`config.mk`:
```
export PLATFORM = sky130hd
export DESIGN_NAME = snax_shadow_csr
export DESIGN_NICKNAME = d
export VERILOG_FILES = /design/src/rtl/snax_shadow_csr.sv
export SDC_FILE = /design/constraint.sdc
export NUM_CORES = 1
export LEC_CHECK = 0
export ABC_AREA = 1
export CORE_MARGIN = 10
export CORE_UTILIZATION = 40
export DETAILED_ROUTE_END_ITERATION = 12
export GPL_TIMING_DRIVEN = 0
export PLACE_DENSITY = 0.65
export SKIP_CTS_REPAIR_TIMING = 1
export SLEW_MARGIN = 40
export SYNTH_ARGS = -nofsm -noshare
export SYNTH_HDL_FRONTEND = slang
export SYNTH_SLANG_ARGS = --single-unit
export TNS_END_PERCENT = 100
```
`constraint.sdc`:
```
create_clock -name clk_i -period 5.13 [get_ports clk_i]
set_clock_uncertainty 0.1 [all_clocks]
set_input_delay 0.7695 -clock clk_i [delete_from_list [all_inputs] [get_ports clk_i]]
set_output_delay 0.7695 -clock clk_i [all_outputs]
set_load 0.02 [all_outputs]
```
`src/rtl/snax_shadow_csr.sv`:
```
// rtl/snax_shadow_csr.sv - double-buffered CSR manager with launch/done accelerator handshake
// Shadow registers are copied to the active set on launch; one launch may queue behind a busy accelerator.
module snax_shadow_csr #(
  parameter int NumRwCsr     = 4,
  parameter int NumRoCsr     = 2,
  parameter int CsrDataWidth = 32,
  parameter int CsrAddrWidth = $clog2(NumRwCsr + NumRoCsr + 1)
) (
  input  logic                             clk_i,
  input  logic                             rst_i,
  input  logic [CsrAddrWidth-1:0]          csr_addr_i,
  input  logic [CsrDataWidth-1:0]          csr_wr_data_i,
  input  logic                             csr_wr_en_i,
  input  logic                             csr_req_valid_i,
  output logic                             csr_req_ready_o,
  output logic [CsrDataWidth-1:0]          csr_rd_data_o,
  output logic                             csr_rsp_valid_o,
  input  logic                             csr_rsp_ready_i,
  output logic [NumRwCsr*CsrDataWidth-1:0] csr_cfg_o,
  input  logic [NumRoCsr*CsrDataWidth-1:0] csr_status_i,
  output logic                             acc_start_o,
  input  logic                             acc_done_i,
  output logic                             acc_busy_o
);

  localparam int CtrlAddr = NumRwCsr + NumRoCsr;

  typedef enum logic [1:0] {
    IDLE    = 2'd0,
    BUSY    = 2'd1,
    PENDING = 2'd2
  } state_e;

  state_e                          state_q, state_d;
  logic [CsrDataWidth-1:0]         shadow_q [NumRwCsr];
  logic [CsrDataWidth-1:0]         shadow_d [NumRwCsr];
  logic [NumRwCsr*CsrDataWidth-1:0] cfg_q, cfg_d;
  logic [CsrDataWidth-1:0]         rd_data_q, rd_data_d, rd_mux;
  logic                            rsp_valid_q, rsp_valid_d;
  logic                            start_q, start_d;
  logic                            addr_rw, addr_ctrl;
  logic                            req_ready, accept, wr_rw, launch, copy;

  always_comb begin
    addr_rw   = int'(csr_addr_i) < NumRwCsr;
    addr_ctrl = int'(csr_addr_i) == CtrlAddr;
    // A queued launch blocks anything that could change the shadow set or launch again
    req_ready = !(rsp_valid_q && !csr_rsp_ready_i) &&
                !((state_q == PENDING) && csr_wr_en_i && (addr_rw || addr_ctrl));
    accept    = csr_req_valid_i && req_ready;
    wr_rw     = accept && csr_wr_en_i && addr_rw;
    launch    = accept && csr_wr_en_i && addr_ctrl && csr_wr_data_i[0];
  end

  always_comb begin
    rd_mux = '0;
    for (int k = 0; k < NumRwCsr; k++) begin
      if (int'(csr_addr_i) == k) rd_mux = shadow_q[k];
    end
    for (int j = 0; j < NumRoCsr; j++) begin
      if (int'(csr_addr_i) == NumRwCsr + j) rd_mux = csr_status_i[j*CsrDataWidth +: CsrDataWidth];
    end
    if (addr_ctrl) begin
      rd_mux = {{(CsrDataWidth-2){1'b0}}, state_q == PENDING, state_q != IDLE};
    end
  end

  always_comb begin
    for (int k = 0; k < NumRwCsr; k++) begin
      shadow_d[k] = shadow_q[k];
      if (wr_rw && int'(csr_addr_i) == k) shadow_d[k] = csr_wr_data_i;
    end
  end

  always_comb begin
    state_d = state_q;
    copy    = 1'b0;
    case (state_q)
      IDLE: begin
        if (launch) begin
          copy    = 1'b1;
          state_d = BUSY;
        end
      end
      BUSY: begin
        if (acc_done_i && launch) begin
          copy = 1'b1;
        end else if (acc_done_i) begin
          state_d = IDLE;
        end else if (launch) begin
          state_d = PENDING;
        end
      end
      PENDING: begin
        if (acc_done_i) begin
          copy    = 1'b1;
          state_d = BUSY;
        end
      end
      default: state_d = IDLE;
    endcase
  end

  // Copy from shadow_d so a write landing in the copy cycle is included
  always_comb begin
    cfg_d   = cfg_q;
    start_d = copy;
    if (copy) begin
      for (int k = 0; k < NumRwCsr; k++) begin
        cfg_d[k*CsrDataWidth +: CsrDataWidth] = shadow_d[k];
      end
    end
  end

  always_comb begin
    rsp_valid_d = rsp_valid_q;
    rd_data_d   = rd_data_q;
    if (accept) begin
      rsp_valid_d = 1'b1;
      rd_data_d   = rd_mux;
    end else if (csr_rsp_ready_i) begin
      rsp_valid_d = 1'b0;
    end
  end

  always_ff @(posedge clk_i) begin
    if (rst_i) begin
      state_q     <= IDLE;
      cfg_q       <= '0;
      rd_data_q   <= '0;
      rsp_valid_q <= 1'b0;
      start_q     <= 1'b0;
      for (int k = 0; k < NumRwCsr; k++) shadow_q[k] <= '0;
    end else begin
      state_q     <= state_d;
      cfg_q       <= cfg_d;
      rd_data_q   <= rd_data_d;
      rsp_valid_q <= rsp_valid_d;
      start_q     <= start_d;
      for (int k = 0; k < NumRwCsr; k++) shadow_q[k] <= shadow_d[k];
    end
  end

  assign csr_req_ready_o = req_ready;
  assign csr_rd_data_o   = rd_data_q;
  assign csr_rsp_valid_o = rsp_valid_q;
  assign csr_cfg_o       = cfg_q;
  assign acc_start_o     = start_q;
  assign acc_busy_o      = state_q != IDLE;

endmodule

```
==> results of run 1 <==
==> cells in the final DEF, fill, tap and decap left out <==
cell               n
nand2_1          766
diode_2            1
and2_1            20
o22ai_1            3
nand3_1           35
inv_8              1
inv_6              3
clkbuf_8           9
buf_2             29
buf_4             16
clkinvlp_4         1
inv_2              4
nand2_2            2
buf_1              1
nand4_1            3
a21oi_1           38
clkbuf_1          74
nor2_2             3
clkdlybuf4s50_1  267
nand4_4            1
nor2_4             2
o21bai_1           1
dfxtp_1          292
clkbuf_16         35
o21ai_1            7
clkinv_2           1
o21ai_0           75
clkinv_1           1
nor2_1           496
inv_1            181
bufinv_16          3
==> power by group through the flow <==
stage | combinational [uW] | sequential [uW] | clock (uW)
6_report | 665 | 2380 | 2540
3_3_place_gp | 658 | 2420 | 0
4_1_cts | 665 | 2380 | 2570
3_5_place_dp | 660 | 2430 | 0
5_1_grt | 731 | 2380 | 2650
2_1_floorplan | 278 | 2480 | 0
==> through the flow <==
stage	worst slack, ns	util	total power (uW)	std cells
finish	1.88	0.544	5580	2773
global route	1.79	0.544	5760	2772
CTS	1.88	0.544	5610	2772
detailed placement	1.78	0.507	3090	2711
global placement	1.79	0.507	3080	2711
floorplan	2.98	-	2760	2042
==> registers in the layout, indices dropped and copies added, names as in the netlist <==
signal and count:
csr_cfg_o 128, shadow_q 128, csr_rd_data_o 32, state_q 2, acc_start_o 1, csr_rsp_valid_o 1
==> path summary, 6_finish.rpt <==
path,slack [ns],cells after the start,startpoint,to
worst min register to register,0.37,2,csr_rd_data_o[21],csr_rd_data_o[21]
worst max-delay path,1.88,8,csr_addr_i[0],csr_req_ready_o
worst max register to register,2.72,13,state_q[0],csr_cfg_o[40]
worst min-delay path,0.37,2,csr_rd_data_o[21],csr_rd_data_o[21]
==> cells by family (layout without fill, tap and decap cells) <==
kind of cell | count (synthesis) | count (layout)
AO/OA/AOI/OAI | 124 | 124
buffers and inverters | 298 | 626
flip-flops | 292 | 292
AND/OR/NAND/NOR | 1328 | 1328
other | 0 | 1
==> metal layers <==
metal | wire length [um] | up-vias
met1 | 21100 | 6052
met3 | 5100 | 70
met5 | 9 | -
met4 | 989 | 2
met2 | 22400 | 508
li1 | - | 6693
==> worst max-delay path, stage by stage <==
cell             delay, ns
clkdlybuf4s50_1       0.58
inv_2                 0.08
nand2_1               0.08
nand2_1               0.06
nand2_2               0.10
nand2_1               0.06
inv_1                 0.06
clkdlybuf4s50_1       0.60
==> layout make-up <==
cell class                 count  share of cell area
tap                          402              0.0293
sequential                   292               0.341
inverter                     186              0.0407
multi-input combinational   1452               0.335
timing repair buffer         267               0.156
clock buffer                  52              0.0600
clock inverter                 9             0.00816
antenna                        1            0.000146
buffer                       112              0.0301
==> results_dict.tcl, run 1 <==
set metrics [dict create \
    outcome "complete, no violations" \
    min_path_type "flip-flop to flip-flop" \
    synth_xor_area_frac 0 \
    drcViolationCount 0 \
    multi_input_area_sq_um 5760 \
    seq_area_frac_synth 0.456 \
    nets 2451 \
    synth_fa_ha_area_frac 0 \
    synthMuxAreaShare 0 \
    yosysTopAreaCellShare 0.456 \
    crit_required_ns 4.26 \
    gr-max-usage-layer "met2" \
    seq_power_share 0.426 \
    synth_enable_flop_cells 0 \
    p_comb_frac 0.119 \
    grt.total_usage 0.246 \
    syn2layout_area_growth_pct 33.9 \
    max-vdd-ir-drop_uv 240 \
    setup_tns_ns 0 \
    synth_top_family_by_area "simple AND/OR/NAND/NOR gates" \
    rows 65 \
    grt_pass1_vias 12955 \
    syn_area_sq_um 12800 \
    setup_viol 0 \
    tightest_slew_ns 0.768 \
    ant_nets 0 \
    use_met1 0.312 \
    cts_tree "done" \
    post_drt_wl_per_cell_um 17.9 \
    cts_htree_levels 2 \
    synthDistinctLibCells 22 \
    die_w_um 199 \
    yosys.area.top_type "dfxtp_1" \
    yosys-top-cells-area "dfxtp_1 (46%), nand2_1 (22%), nor2_1 (15%), inv_1 (5.3%), o21ai_0 (2.9%)" \
    switching_power_uw 1440 \
    crit_fanout 4 \
    die_area_sq_um 39600 \
    p_clk_frac 0.455 \
    design_area_sq_um 17200 \
    clockBufferDepth 3 \
    grt_max_degree 14 \
    globalplace.congestion 0.885 \
    cts.sinks 292 \
    ys_ff_latch 292 \
    overflow 0 \
    relSlewSlack 0.488 \
    io_pins 269 \
    firstDrtPassIters 6 \
    nFillCells 3249 \
    grt_setup_unrepaired "false" \
    place_area_sq_um 16000 \
    hold_viol 0 \
    synth_ff_type "dfxtp_1" \
    startpoint_type "primary input" \
    worstSetupEndpointType "primary output" \
    synth_compound_area_frac 0.0489 \
    synth_commonest_cells "nand2_1 (766), nor2_1 (496), dfxtp_1 (292)" \
    drive_gt1_frac 0.0464 \
    dpl.hpwl_um 38300 \
    antenna_found_initial 1 \
    start_util 0.406 \
    async_reset_ff_frac 0 \
    hold_slack_ns 0.367 \
    post-route-period-util 0.634 \
    power_density_nw_per_um2 325 \
    via_per_inst 4.81 \
    core_sq_um 31600 \
    syn_inst 2042 \
    cp.arrival_ns 2.38 \
    met2_usage 0.403 \
    power_leakage_uw 0.00759 \
    grt_pass1_wl_um 75300 \
    clk_latency_ns 0.52 \
    clkTransAtPathRegs_ns 0.06 \
    die_h_um 199 \
    worstSetupPathType "primary input to primary output" \
    drtIter0Drc 1127 \
    post-route-min-period_ns 3.25 \
    met3_usage 0.0686 \
    port_buffers 267 \
    root_buffer "clkbuf_16" \
    synth_simple_gate_area_share 0.400 \
    fmax_mhz 308 \
    via_count 13325 \
    synth_warnings 0 \
    cts_buffers 35 \
    synth.most_common_cell "nand2_1" \
    swShare 0.257 \
    synth.avg_cell_area_sq_um 6.28 \
    cap_violations 0 \
    slew_violations 0 \
    seqCellArea_sq_um 5850 \
    wl_um 49600 \
    synth_nets 2147 \
    power.internal_uw 4150 \
]
Note: power is estimated with default switching activity, not from simulation.
==> inputs of run 2 (changes only) <==
--- a/config.mk
+++ b/config.mk
@@ -10,7 +10,7 @@
 export CORE_UTILIZATION = 40
 export DETAILED_ROUTE_END_ITERATION = 12
 export GPL_TIMING_DRIVEN = 0
-export PLACE_DENSITY = 0.65
+export PLACE_DENSITY = 0.68
 export SKIP_CTS_REPAIR_TIMING = 1
 export SLEW_MARGIN = 40
 export SYNTH_ARGS = -nofsm -noshare
==> constraint.sdc (replaced) <==
create_clock -name clk_i -period 2.75 [get_ports clk_i]
set_clock_uncertainty 0.1 [all_clocks]
set_input_delay 0.4125 -clock clk_i [delete_from_list [all_inputs] [get_ports clk_i]]
set_output_delay 0.4125 -clock clk_i [all_outputs]
set_load 0.02 [all_outputs]
==> run 2 against run 1 <==
Combinational power up 86%. Global-route usage decreased by 0.67 points. Sequential power rose by 86%. Core utilization decreased by 0.21 points. Non-clock buffer count did not move. Design area decreased by 0.38%. Clock power rose by 76%. Via count up 1.0%. Critical path depth grew 6. Cell count about the same. Critical endpoint is now csr_cfg_o[43]. Highest routed layer is now met4.
==> results_dict.tcl, run 2 (synthesized netlist as in run 1, its figures left out) <==
set metrics [dict create \
    outcome "complete, no violations" \
    relSlewSlack 0.521 \
    cp.depth 14 \
    slew_violations 0 \
    firstDrtPassIters 6 \
    start_util 0.406 \
    clockBufferDepth 3 \
    mostFrequentLayoutCells "nand2_1 (766), nor2_1 (496), dfxtp_1 (292)" \
    fmax_mhz 390 \
    hold_viol 0 \
    multi_input_area_sq_um 5760 \
    r2r-end "csr_cfg_o[43]" \
    setup_viol 0 \
    die_area_sq_um 39600 \
    critPathTopFamily "simple AND/OR/NAND/NOR gates" \
    final_common_cell "nand2_1" \
    min-delay-start "csr_rd_data_o[4]" \
    design_area_sq_um 17100 \
    grt_max_degree 13 \
    cp.arrival_ns 2.87 \
    worstSetupEndpointType "flip-flop" \
    post_drt_wl_per_cell_um 17.7 \
    grt_pass1_vias 12650 \
    crit_buf_inv 4 \
    reg2reg_from "state_q[0]" \
    cts_tree "done" \
    cts_buffers 34 \
    r2r_slack_ns 0.29 \
    die_w_um 199 \
    reg2reg_depth 13 \
    cts_htree_levels 2 \
    cts.sinks 292 \
    post-route-min-period_ns 2.56 \
    crit_fanout 10 \
    cap_violations 0 \
    overflow 0 \
    worst_path_largest_cell_delay_ns 0.57 \
    nets 2450 \
    die_h_um 199 \
    hold_slack_ns 0.364 \
    drtIter0Drc 1035 \
    nFillCells 3130 \
    post-route-period-util 0.931 \
    power_leakage_uw 0.00756 \
    crit_top_cell "nand2_1" \
    grt_pass1_wl_um 73000 \
    place_area_sq_um 16000 \
    via_per_inst 4.86 \
    crit_required_ns 3.06 \
    syn2layout_area_growth_pct 33.4 \
    via_count 13461 \
    setup_tns_ns 0 \
    p_total_uw 10100 \
    grt.total_usage 0.239 \
    power_density_nw_per_um2 593 \
    io_pins 269 \
    dpl.hpwl_um 38100 \
    crit_path_end "csr_cfg_o[43]" \
    crit_path_start "csr_addr_i[0]" \
    grt_setup_unrepaired "false" \
    max-vdd-ir-drop_uv 349 \
    startpoint_type "primary input" \
    seqCellArea_sq_um 5850 \
    clkTransAtPathRegs_ns 0.05 \
    cpMaxStageDelayCell "clkdlybuf4s50_1" \
    clk_latency_ns 0.51 \
    core_sq_um 31600 \
    tightest_slew_ns 0.719 \
    port_buffers 267 \
    ant_nets 0 \
    rows 65 \
    wl_um 49000 \
    root_buffer "clkbuf_16" \
    path_cells "clkdlybuf4s50_1 -> inv_2 -> nand2_1 -> nand2_1 -> nand2_2 -> nand4_4 -> nor2_4 -> nor2_1 -> nor2_4 -> buf_4 -> buf_4 -> nand2_1 -> nand2_1 -> nor2_1" \
    globalplace.congestion 0.928 \
    antenna_found_initial 1 \
    worstSetupPathType "primary input to flip-flop" \
    min_path_type "flip-flop to flip-flop" \
    drcViolationCount 0 \
    drive_gt1_frac 0.0456 \
]
==> run 2: cell types whose count changed in the layout (fill, tap and decap cells not counted), sizes merged <==
| cell | previous run | this run |
|---|---|---|
| clkinv | 2 | 6 |
| bufinv | 3 | 0 |
| inv | 189 | 185 |
| clkinvlp | 1 | 0 |
| clkbuf | 118 | 120 |
==> run 2: tightest hold or removal path: cells and delay by family, from the launching register on <==
kind / cells / cell delay [ns]
AO/OA/AOI/OAI: 1 / 0.05
AND/OR/NAND/NOR: 1 / 0.06
flip-flops: 1 / 0.31
==> run 2: layer usage <==
layer | global-route usage | vias up | routed length [um]
met1 | 0.308 | 6128 | 20700
met4 | 0.0706 | 0 | 1310
met3 | 0.0544 | 84 | 4850
li1 | - | 6677 | -
met2 | 0.389 | 572 | 22200
met5 | 0 | - | 0
==> run 2: worst min-delay path by stage <==
stage	endpoint	slack, ns	cells past startpoint
6_report	csr_rd_data_o[4]	0.36	2
4_1_cts	csr_rd_data_o[21]	0.37	2
3_5_place_dp	csr_rd_data_o[21]	0.36	2
2_1_floorplan	shadow_q[0][10]	0.41	4
5_1_grt	csr_rd_data_o[25]	0.38	2
3_3_place_gp	csr_rd_data_o[29]	0.35	2
==> run 2: layout make-up <==
type / count / area share
tap: 402 / 0.0294
sequential: 292 / 0.342
clock buffer: 54 / 0.0631
inverter: 186 / 0.0408
antenna: 1 / 0.000146
clock inverter: 5 / 0.00146
multi-input combinational: 1452 / 0.337
timing repair buffer: 267 / 0.156
buffer: 112 / 0.0302
==> run 2: where the power goes <==
group	switching [uW]	total, uW	internal [uW]
registers	69.5	4430	4370
clock network	1780	4470	2680
logic	751	1240	487
total	2600	10100	7540
==> run 2: per-stage QoR <==
step	worst slack, ns	util	std cells
5_1_grt	0.0924	0.542	2771
4_1_cts	0.210	0.542	2770
2_1_floorplan	0.957	-	2042
3_3_place_gp	-0.246	0.507	2711
6_report	0.189	0.542	2771
3_5_place_dp	-0.271	0.507	2711
